**config.mk**
```make
export PLATFORM = sky130hd
export DESIGN_NAME = main_control_fsm_flat
export DESIGN_NICKNAME = d
export VERILOG_FILES = /design/src/rtl/main_control_fsm_if.sv /design/src/rtl/main_control_fsm.sv /design/src/flat_wrapper.sv
export SDC_FILE = /design/constraint.sdc
export NUM_CORES = 1
export LEC_CHECK = 0
export BUFFER_PORTS_ARGS = -buffer_cell sky130_fd_sc_hd__buf_4
export CORE_MARGIN = 4
export CORE_UTILIZATION = 50
export CTS_CLUSTER_SIZE = 25
export DETAILED_ROUTE_END_ITERATION = 10
export GPL_TIMING_DRIVEN = 0
export PLACE_DENSITY = 0.77
export SLEW_MARGIN = 20
export SYNTH_ARGS = -nofsm -noshare
export SYNTH_HDL_FRONTEND = slang
export SYNTH_SLANG_ARGS = --single-unit
```
**constraint.sdc**
```tcl
create_clock -name clk -period 4.1 [get_ports clk]
set_input_delay 0.205 -clock clk [delete_from_list [all_inputs] [get_ports clk]]
set_output_delay 0.205 -clock clk [all_outputs]
set_load 0.02 [all_outputs]
```
**src/rtl/main_control_fsm_if.sv**
```systemverilog
// main_control_fsm_if
//   Bundles the opcode/memory-ready inputs and every control, debug and
//   status output of the multicycle main control unit.
//   master : the control FSM (consumes opcode/mem_ready, drives controls)
//   slave  : the datapath/environment side (drives opcode/mem_ready)
//
//   opcode        IR[31:26], stable from DECODE until the next FETCH completes
//   mem_ready     memory completes the current read/write this cycle
//   pc_write      unconditional PC load
//   pc_write_cond PC load if ALU zero (gated externally)
//   i_or_d        memory address select, 0=PC, 1=ALUOut
//   mem_read      memory read request
//   mem_write     memory write request
//   ir_write      IR load
//   mem_to_reg    write-back data select, 1=MDR
//   reg_dst       destination register select, 1=rd, 0=rt
//   reg_write     register file write
//   alu_src_a     ALU A select, 0=PC, 1=A
//   alu_src_b     ALU B select, 00=B 01=4 10=simm 11=simm<<2
//   alu_op        00 add, 01 sub, 10 use funct, 11 xor
//   pc_source     00 ALU result, 01 ALUOut, 10 jump target
//   illegal       one-cycle pulse after an undefined opcode is decoded
//   state         current state code (debug)
//   retired       wrapping count of completed instructions
interface main_control_fsm_if;
  logic [5:0]  opcode;
  logic        mem_ready;
  logic        pc_write;
  logic        pc_write_cond;
  logic        i_or_d;
  logic        mem_read;
  logic        mem_write;
  logic        ir_write;
  logic        mem_to_reg;
  logic        reg_dst;
  logic        reg_write;
  logic        alu_src_a;
  logic [1:0]  alu_src_b;
  logic [1:0]  alu_op;
  logic [1:0]  pc_source;
  logic        illegal;
  logic [3:0]  state;
  logic [15:0] retired;

  modport master (
    input  opcode, mem_ready,
    output pc_write, pc_write_cond, i_or_d, mem_read, mem_write, ir_write,
           mem_to_reg, reg_dst, reg_write, alu_src_a, alu_src_b, alu_op,
           pc_source, illegal, state, retired
  );

  modport slave (
    output opcode, mem_ready,
    input  pc_write, pc_write_cond, i_or_d, mem_read, mem_write, ir_write,
           mem_to_reg, reg_dst, reg_write, alu_src_a, alu_src_b, alu_op,
           pc_source, illegal, state, retired
  );
endinterface

```
**src/rtl/main_control_fsm.sv**
```systemverilog
// main_control_fsm
//   Multicycle main control unit for the 32-bit processor. A Moore state
//   machine tracks the instruction phase and decodes every datapath enable,
//   mux select and the 2-bit alu_op from the current state. FETCH, MEMRD and
//   MEMWR wait on mem_ready. Retired instructions are counted (wrapping).
//
//   clk    single clock, rising edge
//   rst_n  asynchronous active-low reset
//   ctrl   main_control_fsm_if.master: opcode/mem_ready in, controls out
module main_control_fsm (
  input  logic               clk,
  input  logic               rst_n,
  main_control_fsm_if.master ctrl
);

  typedef enum logic [3:0] {
    S_RST     = 4'd0,
    S_FETCH   = 4'd1,
    S_DECODE  = 4'd2,
    S_MEMADR  = 4'd3,
    S_MEMRD   = 4'd4,
    S_MEMWB   = 4'd5,
    S_MEMWR   = 4'd6,
    S_EXEC    = 4'd7,
    S_ALUWB   = 4'd8,
    S_BRANCH  = 4'd9,
    S_JUMP    = 4'd10,
    S_XORI_EX = 4'd11,
    S_XORI_WB = 4'd12
  } state_t;

  typedef enum logic [5:0] {
    OP_RTYPE = 6'b000000,
    OP_LW    = 6'b100011,
    OP_SW    = 6'b101011,
    OP_BEQ   = 6'b000100,
    OP_J     = 6'b000010,
    OP_XORI  = 6'b001110
  } opcode_t;

  state_t      state_q;
  state_t      state_d;
  logic        opcode_legal;
  logic        retire;
  logic        illegal_q;
  logic [15:0] retired_q;

  always_comb begin
    opcode_legal = 1'b0;
    case (ctrl.opcode)
      OP_RTYPE, OP_LW, OP_SW, OP_BEQ, OP_J, OP_XORI: opcode_legal = 1'b1;
      default:                                       opcode_legal = 1'b0;
    endcase
  end

  // State register
  always_ff @(posedge clk or negedge rst_n) begin
    if (!rst_n) begin
      state_q <= S_RST;
    end else begin
      state_q <= state_d;
    end
  end

  // Next-state logic
  always_comb begin
    state_d = S_FETCH;
    case (state_q)
      S_RST:     state_d = S_FETCH;
      S_FETCH:   state_d = ctrl.mem_ready ? S_DECODE : S_FETCH;
      S_DECODE: begin
        case (ctrl.opcode)
          OP_LW, OP_SW: state_d = S_MEMADR;
          OP_RTYPE:     state_d = S_EXEC;
          OP_BEQ:       state_d = S_BRANCH;
          OP_J:         state_d = S_JUMP;
          OP_XORI:      state_d = S_XORI_EX;
          default:      state_d = S_FETCH;
        endcase
      end
      // Only lw/sw reach MEMADR, and opcode is held stable, so a single
      // compare against sw picks the memory direction.
      S_MEMADR:  state_d = (ctrl.opcode == OP_SW) ? S_MEMWR : S_MEMRD;
      S_MEMRD:   state_d = ctrl.mem_ready ? S_MEMWB : S_MEMRD;
      S_MEMWR:   state_d = ctrl.mem_ready ? S_FETCH : S_MEMWR;
      S_EXEC:    state_d = S_ALUWB;
      S_XORI_EX: state_d = S_XORI_WB;
      default:   state_d = S_FETCH;
    endcase
  end

  // Moore output decode; only pc_write/ir_write in FETCH look at an input
  always_comb begin
    ctrl.pc_write      = 1'b0;
    ctrl.pc_write_cond = 1'b0;
    ctrl.i_or_d        = 1'b0;
    ctrl.mem_read      = 1'b0;
    ctrl.mem_write     = 1'b0;
    ctrl.ir_write      = 1'b0;
    ctrl.mem_to_reg    = 1'b0;
    ctrl.reg_dst       = 1'b0;
    ctrl.reg_write     = 1'b0;
    ctrl.alu_src_a     = 1'b0;
    ctrl.alu_src_b     = 2'b00;
    ctrl.alu_op        = 2'b00;
    ctrl.pc_source     = 2'b00;
    case (state_q)
      S_FETCH: begin
        ctrl.mem_read  = 1'b1;
        ctrl.alu_src_b = 2'b01;
        ctrl.ir_write  = ctrl.mem_ready;
        ctrl.pc_write  = ctrl.mem_ready;
      end
      S_DECODE: begin
        ctrl.alu_src_b = 2'b11;
      end
      S_MEMADR: begin
        ctrl.alu_src_a = 1'b1;
        ctrl.alu_src_b = 2'b10;
      end
      S_MEMRD: begin
        ctrl.mem_read = 1'b1;
        ctrl.i_or_d   = 1'b1;
      end
      S_MEMWB: begin
        ctrl.reg_write  = 1'b1;
        ctrl.mem_to_reg = 1'b1;
      end
      S_MEMWR: begin
        ctrl.mem_write = 1'b1;
        ctrl.i_or_d    = 1'b1;
      end
      S_EXEC: begin
        ctrl.alu_src_a = 1'b1;
        ctrl.alu_op    = 2'b10;
      end
      S_ALUWB: begin
        ctrl.reg_write = 1'b1;
        ctrl.reg_dst   = 1'b1;
      end
      S_BRANCH: begin
        ctrl.alu_src_a     = 1'b1;
        ctrl.alu_op        = 2'b01;
        ctrl.pc_write_cond = 1'b1;
        ctrl.pc_source     = 2'b01;
      end
      S_JUMP: begin
        ctrl.pc_write  = 1'b1;
        ctrl.pc_source = 2'b10;
      end
      S_XORI_EX: begin
        ctrl.alu_src_a = 1'b1;
        ctrl.alu_src_b = 2'b10;
        ctrl.alu_op    = 2'b11;
      end
      S_XORI_WB: begin
        ctrl.reg_write = 1'b1;
      end
      default: begin
      end
    endcase
  end

  // An instruction retires on the edge leaving its final state
  always_comb begin
    retire = 1'b0;
    case (state_q)
      S_MEMWB, S_ALUWB, S_XORI_WB, S_BRANCH, S_JUMP: retire = 1'b1;
      S_MEMWR:                                       retire = ctrl.mem_ready;
      default:                                       retire = 1'b0;
    endcase
  end

  // Counter is reloaded every cycle (adding 0 when idle) so the register
  // always follows its own current value.
  always_ff @(posedge clk or negedge rst_n) begin
    if (!rst_n) begin
      illegal_q <= 1'b0;
      retired_q <= '0;
    end else begin
      illegal_q <= (state_q == S_DECODE) && !opcode_legal;
      retired_q <= retired_q + {15'd0, retire};
    end
  end

  assign ctrl.illegal = illegal_q;
  assign ctrl.retired = retired_q;
  assign ctrl.state   = state_q;

endmodule
```
**src/flat_wrapper.sv**
```systemverilog
// flat-port wrapper written by rule: the top's interface ports become plain ports
module main_control_fsm_flat 
  (clk, rst_n, ctrl_opcode, ctrl_mem_ready, ctrl_pc_write, ctrl_pc_write_cond, ctrl_i_or_d, ctrl_mem_read, ctrl_mem_write, ctrl_ir_write, ctrl_mem_to_reg, ctrl_reg_dst, ctrl_reg_write, ctrl_alu_src_a, ctrl_alu_src_b, ctrl_alu_op, ctrl_pc_source, ctrl_illegal, ctrl_state, ctrl_retired);
  main_control_fsm_if ctrl_i ();
  input  logic clk;
  input  logic rst_n;
  input wire logic [$bits(ctrl_i.opcode)-1:0] ctrl_opcode;
  input wire logic [$bits(ctrl_i.mem_ready)-1:0] ctrl_mem_ready;
  output wire logic [$bits(ctrl_i.pc_write)-1:0] ctrl_pc_write;
  output wire logic [$bits(ctrl_i.pc_write_cond)-1:0] ctrl_pc_write_cond;
  output wire logic [$bits(ctrl_i.i_or_d)-1:0] ctrl_i_or_d;
  output wire logic [$bits(ctrl_i.mem_read)-1:0] ctrl_mem_read;
  output wire logic [$bits(ctrl_i.mem_write)-1:0] ctrl_mem_write;
  output wire logic [$bits(ctrl_i.ir_write)-1:0] ctrl_ir_write;
  output wire logic [$bits(ctrl_i.mem_to_reg)-1:0] ctrl_mem_to_reg;
  output wire logic [$bits(ctrl_i.reg_dst)-1:0] ctrl_reg_dst;
  output wire logic [$bits(ctrl_i.reg_write)-1:0] ctrl_reg_write;
  output wire logic [$bits(ctrl_i.alu_src_a)-1:0] ctrl_alu_src_a;
  output wire logic [$bits(ctrl_i.alu_src_b)-1:0] ctrl_alu_src_b;
  output wire logic [$bits(ctrl_i.alu_op)-1:0] ctrl_alu_op;
  output wire logic [$bits(ctrl_i.pc_source)-1:0] ctrl_pc_source;
  output wire logic [$bits(ctrl_i.illegal)-1:0] ctrl_illegal;
  output wire logic [$bits(ctrl_i.state)-1:0] ctrl_state;
  output wire logic [$bits(ctrl_i.retired)-1:0] ctrl_retired;
  assign ctrl_i.opcode = ctrl_opcode;
  assign ctrl_i.mem_ready = ctrl_mem_ready;
  assign ctrl_pc_write = ctrl_i.pc_write;
  assign ctrl_pc_write_cond = ctrl_i.pc_write_cond;
  assign ctrl_i_or_d = ctrl_i.i_or_d;
  assign ctrl_mem_read = ctrl_i.mem_read;
  assign ctrl_mem_write = ctrl_i.mem_write;
  assign ctrl_ir_write = ctrl_i.ir_write;
  assign ctrl_mem_to_reg = ctrl_i.mem_to_reg;
  assign ctrl_reg_dst = ctrl_i.reg_dst;
  assign ctrl_reg_write = ctrl_i.reg_write;
  assign ctrl_alu_src_a = ctrl_i.alu_src_a;
  assign ctrl_alu_src_b = ctrl_i.alu_src_b;
  assign ctrl_alu_op = ctrl_i.alu_op;
  assign ctrl_pc_source = ctrl_i.pc_source;
  assign ctrl_illegal = ctrl_i.illegal;
  assign ctrl_state = ctrl_i.state;
  assign ctrl_retired = ctrl_i.retired;
  main_control_fsm u_core (.clk(clk), .rst_n(rst_n), .ctrl(ctrl_i));
endmodule
```
==> report_table.html <==
<table>
<tr><th>Metric</th><th>Value</th></tr>
<tr><th colspan="2">Setup path</th></tr>
<tr><td>Element type at the critical path end</td><td>flop</td></tr>
<tr><td>Critical path depth</td><td>9</td></tr>
<tr><td>Kind of critical path</td><td>reg2reg</td></tr>
<tr><td>Cell repeated most along the worst path</td><td>sky130_fd_sc_hd__a21oi_1</td></tr>
<tr><td>Critical register-to-register path startpoint</td><td>u_core.ctrl.state[0]$_DFF_PN0_</td></tr>
<tr><td>R2R depth</td><td>9</td></tr>
<tr><td>Worst setup path startpoint</td><td>u_core.ctrl.state[0]$_DFF_PN0_</td></tr>
<tr><td>Worst reg2reg path endpoint</td><td>u_core.ctrl.retired[13]$_DFF_PN0_</td></tr>
<tr><td>Required time at the endpoint of the critical path</td><td>4.34 ns</td></tr>
<tr><td>Worst-path maximum fanout</td><td>10</td></tr>
<tr><td>Reg-to-reg slack, setup</td><td>1.97 ns</td></tr>
<tr><td>Crit path cell chain</td><td>buf_2, o21ai_0, a21oi_1, a21oi_1, ha_1, and2_1, nand2_1, nor3_1, xor2_1</td></tr>
<tr><td>Cell family with most CP delay</td><td>simple AND/OR/NAND/NOR gates</td></tr>
<tr><td>Termination of the worst setup path</td><td>u_core.ctrl.retired[13]$_DFF_PN0_</td></tr>
<tr><td>Crit-path max cell delay</td><td>0.46 ns</td></tr>
<tr><td>Cell at the slowest stage of the critical path</td><td>sky130_fd_sc_hd__dfrtp_1</td></tr>
<tr><td>Kind of start point of the critical path</td><td>flop</td></tr>
<tr><td>Number of buffers and inverters on the critical path</td><td>1</td></tr>
<tr><td>Data arrival time of the worst path</td><td>2.37 ns</td></tr>
<tr><th colspan="2">Clock network</th></tr>
<tr><td>Number of levels the H-tree was split into</td><td>1</td></tr>
<tr><td>Number of setup buffers added after CTS</td><td>0</td></tr>
<tr><td>Clock Tree Buf Depth</td><td>2</td></tr>
<tr><td>Num CTS Buffers</td><td>3</td></tr>
<tr><td>Latest clock arrival within the worst-skew pair</td><td>0.30 ns</td></tr>
<tr><td>Number of sinks driven by the clock tree</td><td>21</td></tr>
<tr><td>Worst-path clk slew</td><td>0.12 ns</td></tr>
<tr><td>TritonCTS clock tree</td><td>built</td></tr>
<tr><td>Clock Root Buffer</td><td>sky130_fd_sc_hd__clkbuf_4</td></tr>
<tr><th colspan="2">Detailed routing</th></tr>
<tr><td>Wirelength, routed</td><td>3020 um</td></tr>
<tr><td>Remaining antenna violation count</td><td>0</td></tr>
<tr><td>Ratio of routed vias to standard cells</td><td>5.57</td></tr>
<tr><td>Vias after detailed routing</td><td>1186</td></tr>
<tr><td>Drt drc</td><td>0</td></tr>
<tr><td>Detailed Routing Iterations Pass 1</td><td>4</td></tr>
<tr><td>Average wire per standard cell</td><td>14.2 um</td></tr>
<tr><td>Drt initial violations</td><td>30</td></tr>
<tr><th colspan="2">Die</th></tr>
<tr><td>Die ar.</td><td>0.00336 mm2</td></tr>
<tr><td>Die boundary height</td><td>58.0 um</td></tr>
<tr><td>Placeable Area</td><td>0.00230 mm2</td></tr>
<tr><td>Number of placement rows</td><td>17</td></tr>
<tr><td>Initial standard-cell utilization of the core</td><td>0.544</td></tr>
<tr><td>Die X</td><td>58.0 um</td></tr>
<tr><td>Ports</td><td>46</td></tr>
<tr><th colspan="2">Job</th></tr>
<tr><td>Max-cap viol count</td><td>0</td></tr>
<tr><th colspan="2">Placement</th></tr>
<tr><td>Weighted congestion at the end of routability-driven global placement</td><td>0.886</td></tr>
<tr><td>HPWL reported at the end of detailed placement</td><td>2370 um</td></tr>
<tr><td>Port-buffer cells</td><td>45</td></tr>
<tr><th colspan="2">GRT</th></tr>
<tr><td>Most congested layer reported by global routing</td><td>met2</td></tr>
<tr><td>Grt met3 use</td><td>0.0445</td></tr>
<tr><td>Total routing resource utilization after global routing</td><td>0.192</td></tr>
<tr><td>Number of antenna violations at the first check in global routing</td><td>0</td></tr>
<tr><td>Maximum number of pins on one net before global-route repair</td><td>22</td></tr>
<tr><td>Via count of the first global-routing pass</td><td>1168</td></tr>
<tr><td>Total global routing overflow</td><td>0</td></tr>
<tr><td>Met1 usage</td><td>0.218</td></tr>
<tr><td>Fraction of met2 tracks used by global routing</td><td>0.363</td></tr>
<tr><td>First-pass GRT wire length</td><td>5150 um</td></tr>
<tr><th colspan="2">Power</th></tr>
<tr><td>Proportion of total power due to net switching</td><td>0.463</td></tr>
<tr><td>Power density relative to cell area</td><td>549 mW/mm2</td></tr>
<tr><td>Flop pwr share</td><td>0.324</td></tr>
<tr><td>P_int</td><td>0.490 mW</td></tr>
<tr><td>Total power after layout</td><td>0.911 mW</td></tr>
<tr><td>Power dissipated by switching net loads</td><td>0.422 mW</td></tr>
<tr><td>Share of total power in the clock network</td><td>0.109</td></tr>
<tr><td>Power share of the combinational group</td><td>0.567</td></tr>
<tr><td>Peak supply drop</td><td>0.440 mV</td></tr>
<tr><td>Leakage power figure</td><td>0.825 nW</td></tr>
<tr><th colspan="2">Layout</th></tr>
<tr><td>Final Util</td><td>0.722</td></tr>
<tr><td>N_diodes</td><td>0</td></tr>
<tr><td>Share of cells above drive strength 1</td><td>0.308</td></tr>
<tr><td>Layout overhead on the synthesized area</td><td>32.9%</td></tr>
<tr><td>Final #Nets</td><td>197</td></tr>
<tr><th colspan="2">Timing</th></tr>
<tr><td>Relative slew slack</td><td>0.732</td></tr>
<tr><td>Transition time at the pin with the least slew margin</td><td>0.401 ns</td></tr>
<tr><td>Setup TNS Final</td><td>0 ns</td></tr>
<tr><td>Crit share post-route</td><td>0.518</td></tr>
<tr><td>Timing-limited maximum frequency</td><td>471 MHz</td></tr>
<tr><td>Final hold violation count</td><td>0</td></tr>
<tr><td>Final critical path time including I/O delays and setup</td><td>2.13 ns</td></tr>
<tr><td>RSZ-0062 raised after global routing</td><td>no</td></tr>
<tr><td>Slew Limit Fails</td><td>0</td></tr>
<tr><td>Final setup violation count</td><td>0</td></tr>
<tr><td>Largest clock skew in the final design</td><td>0.00939 ns</td></tr>
<tr><th colspan="2">Synth</th></tr>
<tr><td>Synthesized instance count</td><td>135</td></tr>
<tr><td>Cell type with the highest aggregate area in the netlist</td><td>sky130_fd_sc_hd__dfrtp_1</td></tr>
<tr><td>Number of enable-type register cells in the synthesized netlist</td><td>0</td></tr>
<tr><td>Most common flop cell mapped by yosys</td><td>sky130_fd_sc_hd__dfrtp_1</td></tr>
<tr><td>Number of distinct library cell variants in the gate-level netlist after synthesis</td><td>37</td></tr>
<tr><td>FF+latch count, synth</td><td>21</td></tr>
<tr><td>Cell types with the largest area share after synthesis</td><td>sky130_fd_sc_hd__dfrtp_1 (42%), sky130_fd_sc_hd__xnor2_1 (7.0%), sky130_fd_sc_hd__nor2_1 (6.0%)</td></tr>
<tr><td>Ys async rst share</td><td>1.00</td></tr>
<tr><td>Post-synthesis instance area</td><td>0.00125 mm2</td></tr>
<tr><td>Synthesized netlist net count</td><td>146</td></tr>
<tr><td>Sequential share of the synthesized area</td><td>0.421</td></tr>
<tr><td>Synthesized area per cell</td><td>9.25 um2</td></tr>
<tr><td>Post-synth top area share</td><td>0.421</td></tr>
<tr><td>Number of warnings issued by yosys</td><td>0</td></tr>
<tr><th colspan="2">Worst hold path</th></tr>
<tr><td>Kind of path behind the tightest hold check</td><td>in2reg</td></tr>
<tr><td>Startpoint of the lowest-slack hold path</td><td>ctrl_opcode[1]</td></tr>
<tr><th colspan="2">Outcome</th></tr>
<tr><td>Status</td><td>finished, final reports clean</td></tr>
</table>
## layout make-up
| cell class | count | area [um2] |
|---|---|---|
| Clock buffer | 3 | 22.5 |
| Clock inverter | 1 | 5.00 |
| Buffer | 4 | 20.0 |
| Tap cell | 28 | 35.0 |
| Timing Repair Buffer | 46 | 348 |
| Inverter | 3 | 11.3 |
| Multi-Input combinational cell | 107 | 692 |
| Sequential cell | 21 | 526 |
| Fill cell | 192 | 638 |
## worst min path at each step
stage               depth (start not counted)                                to  slack, ns
finish                                      2    u_core.ctrl.state[2]$_DFF_PN0_       0.13
floorplan                                   0     u_core.ctrl.illegal$_DFF_PN0_      -0.09
global route                                2    u_core.ctrl.state[1]$_DFF_PN0_       0.12
global placement                            1  u_core.ctrl.retired[4]$_DFF_PN0_       0.10
detailed placement                          1  u_core.ctrl.retired[4]$_DFF_PN0_       0.10
CTS                                         2    u_core.ctrl.state[2]$_DFF_PN0_       0.11
## state kept, by name, indices dropped and copies added (netlist names)
name / count
u_core.ctrl.state: 4
u_core.ctrl.illegal: 1
u_core.ctrl.retired: 16
## power by group through the flow
stage | sequential [mW] | combinational (mW) | clock [mW]
finish | 0.295 | 0.517 | 0.0992
global route | 0.303 | 0.565 | 0.111
CTS | 0.293 | 0.521 | 0.105
detailed placement | 0.298 | 0.519 | 0
global placement | 0.296 | 0.509 | 0
floorplan | 0.336 | 0.270 | 0
## synth_stat cells (2+ instances only)
master / n
sky130_fd_sc_hd__nand2b_1: 9
sky130_fd_sc_hd__clkbuf_1: 2
sky130_fd_sc_hd__xor2_1: 5
sky130_fd_sc_hd__a21oi_1: 10
sky130_fd_sc_hd__nand4b_1: 2
sky130_fd_sc_hd__ha_1: 2
sky130_fd_sc_hd__dfrtp_1: 21
sky130_fd_sc_hd__inv_1: 3
sky130_fd_sc_hd__nor3_1: 5
sky130_fd_sc_hd__nor3b_1: 2
sky130_fd_sc_hd__nand2_1: 9
sky130_fd_sc_hd__nand4_1: 2
sky130_fd_sc_hd__o21ai_0: 4
sky130_fd_sc_hd__nor2_1: 20
sky130_fd_sc_hd__xnor2_1: 10
sky130_fd_sc_hd__nand3_1: 7
sky130_fd_sc_hd__nor2b_1: 2
## layer usage
metal  up-vias  wire length [um]
met2        40              1620
met3         2               174
met4         0                12
met1       575              1210
li1        569                 -
met5         -                 0
## cells by family after synthesis
family	count (synthesis)	synth area share
AO/OA/AOI/OAI	22	0.109
XOR/XNOR	15	0.105
adder cells (fa/ha/maj)	2	0.0200
buffers and inverters	7	0.0251
flip-flops	21	0.421
AND/OR/NAND/NOR	68	0.320
## repair_timing
| action | 4_1_cts | 5_1_grt |
|---|---|---|
| gates resized for setup | 0 | 0 |
| endpoints found under the setup margin | 0 | 0 |
| hold buffers | 1 | 0 |
| hold endpoints to repair | 21 | 0 |
## layout by cell type, fill, tap and decap left out, types with 2 or more instances in the layout
master                     Yosys  final
sky130_fd_sc_hd__clkbuf_1      2      2
sky130_fd_sc_hd__nand4_1       2      2
sky130_fd_sc_hd__nor3b_1       2      2
sky130_fd_sc_hd__xor2_1        5      5
sky130_fd_sc_hd__dfrtp_1      21     21
sky130_fd_sc_hd__nand2_1       9      9
sky130_fd_sc_hd__ha_1          2      2
sky130_fd_sc_hd__nand3_1       7      7
sky130_fd_sc_hd__nor2b_1       2      2
sky130_fd_sc_hd__inv_1         3      3
sky130_fd_sc_hd__a21oi_1      10     10
sky130_fd_sc_hd__o21ai_0       4      4
sky130_fd_sc_hd__clkbuf_4      0      3
sky130_fd_sc_hd__nand4b_1      2      2
sky130_fd_sc_hd__nor2_1       20     20
sky130_fd_sc_hd__xnor2_1      10     10
sky130_fd_sc_hd__nand2b_1      9      9
sky130_fd_sc_hd__nor3_1        5      5
sky130_fd_sc_hd__buf_4         1     46
## stage by stage
step           hold WS [ns]  instance area (um2)  instances  setup WS (ns)
2_1_floorplan       -0.0906                 1250        135           2.16
3_3_place_gp          0.102                 1620        208           2.02
3_5_place_dp          0.103                 1620        208           2.01
4_1_cts               0.107                 1660        213           1.97
5_1_grt               0.116                 1660        213           1.73
6_report              0.125                 1660        213           1.97
(Power assumes the default switching activity.)
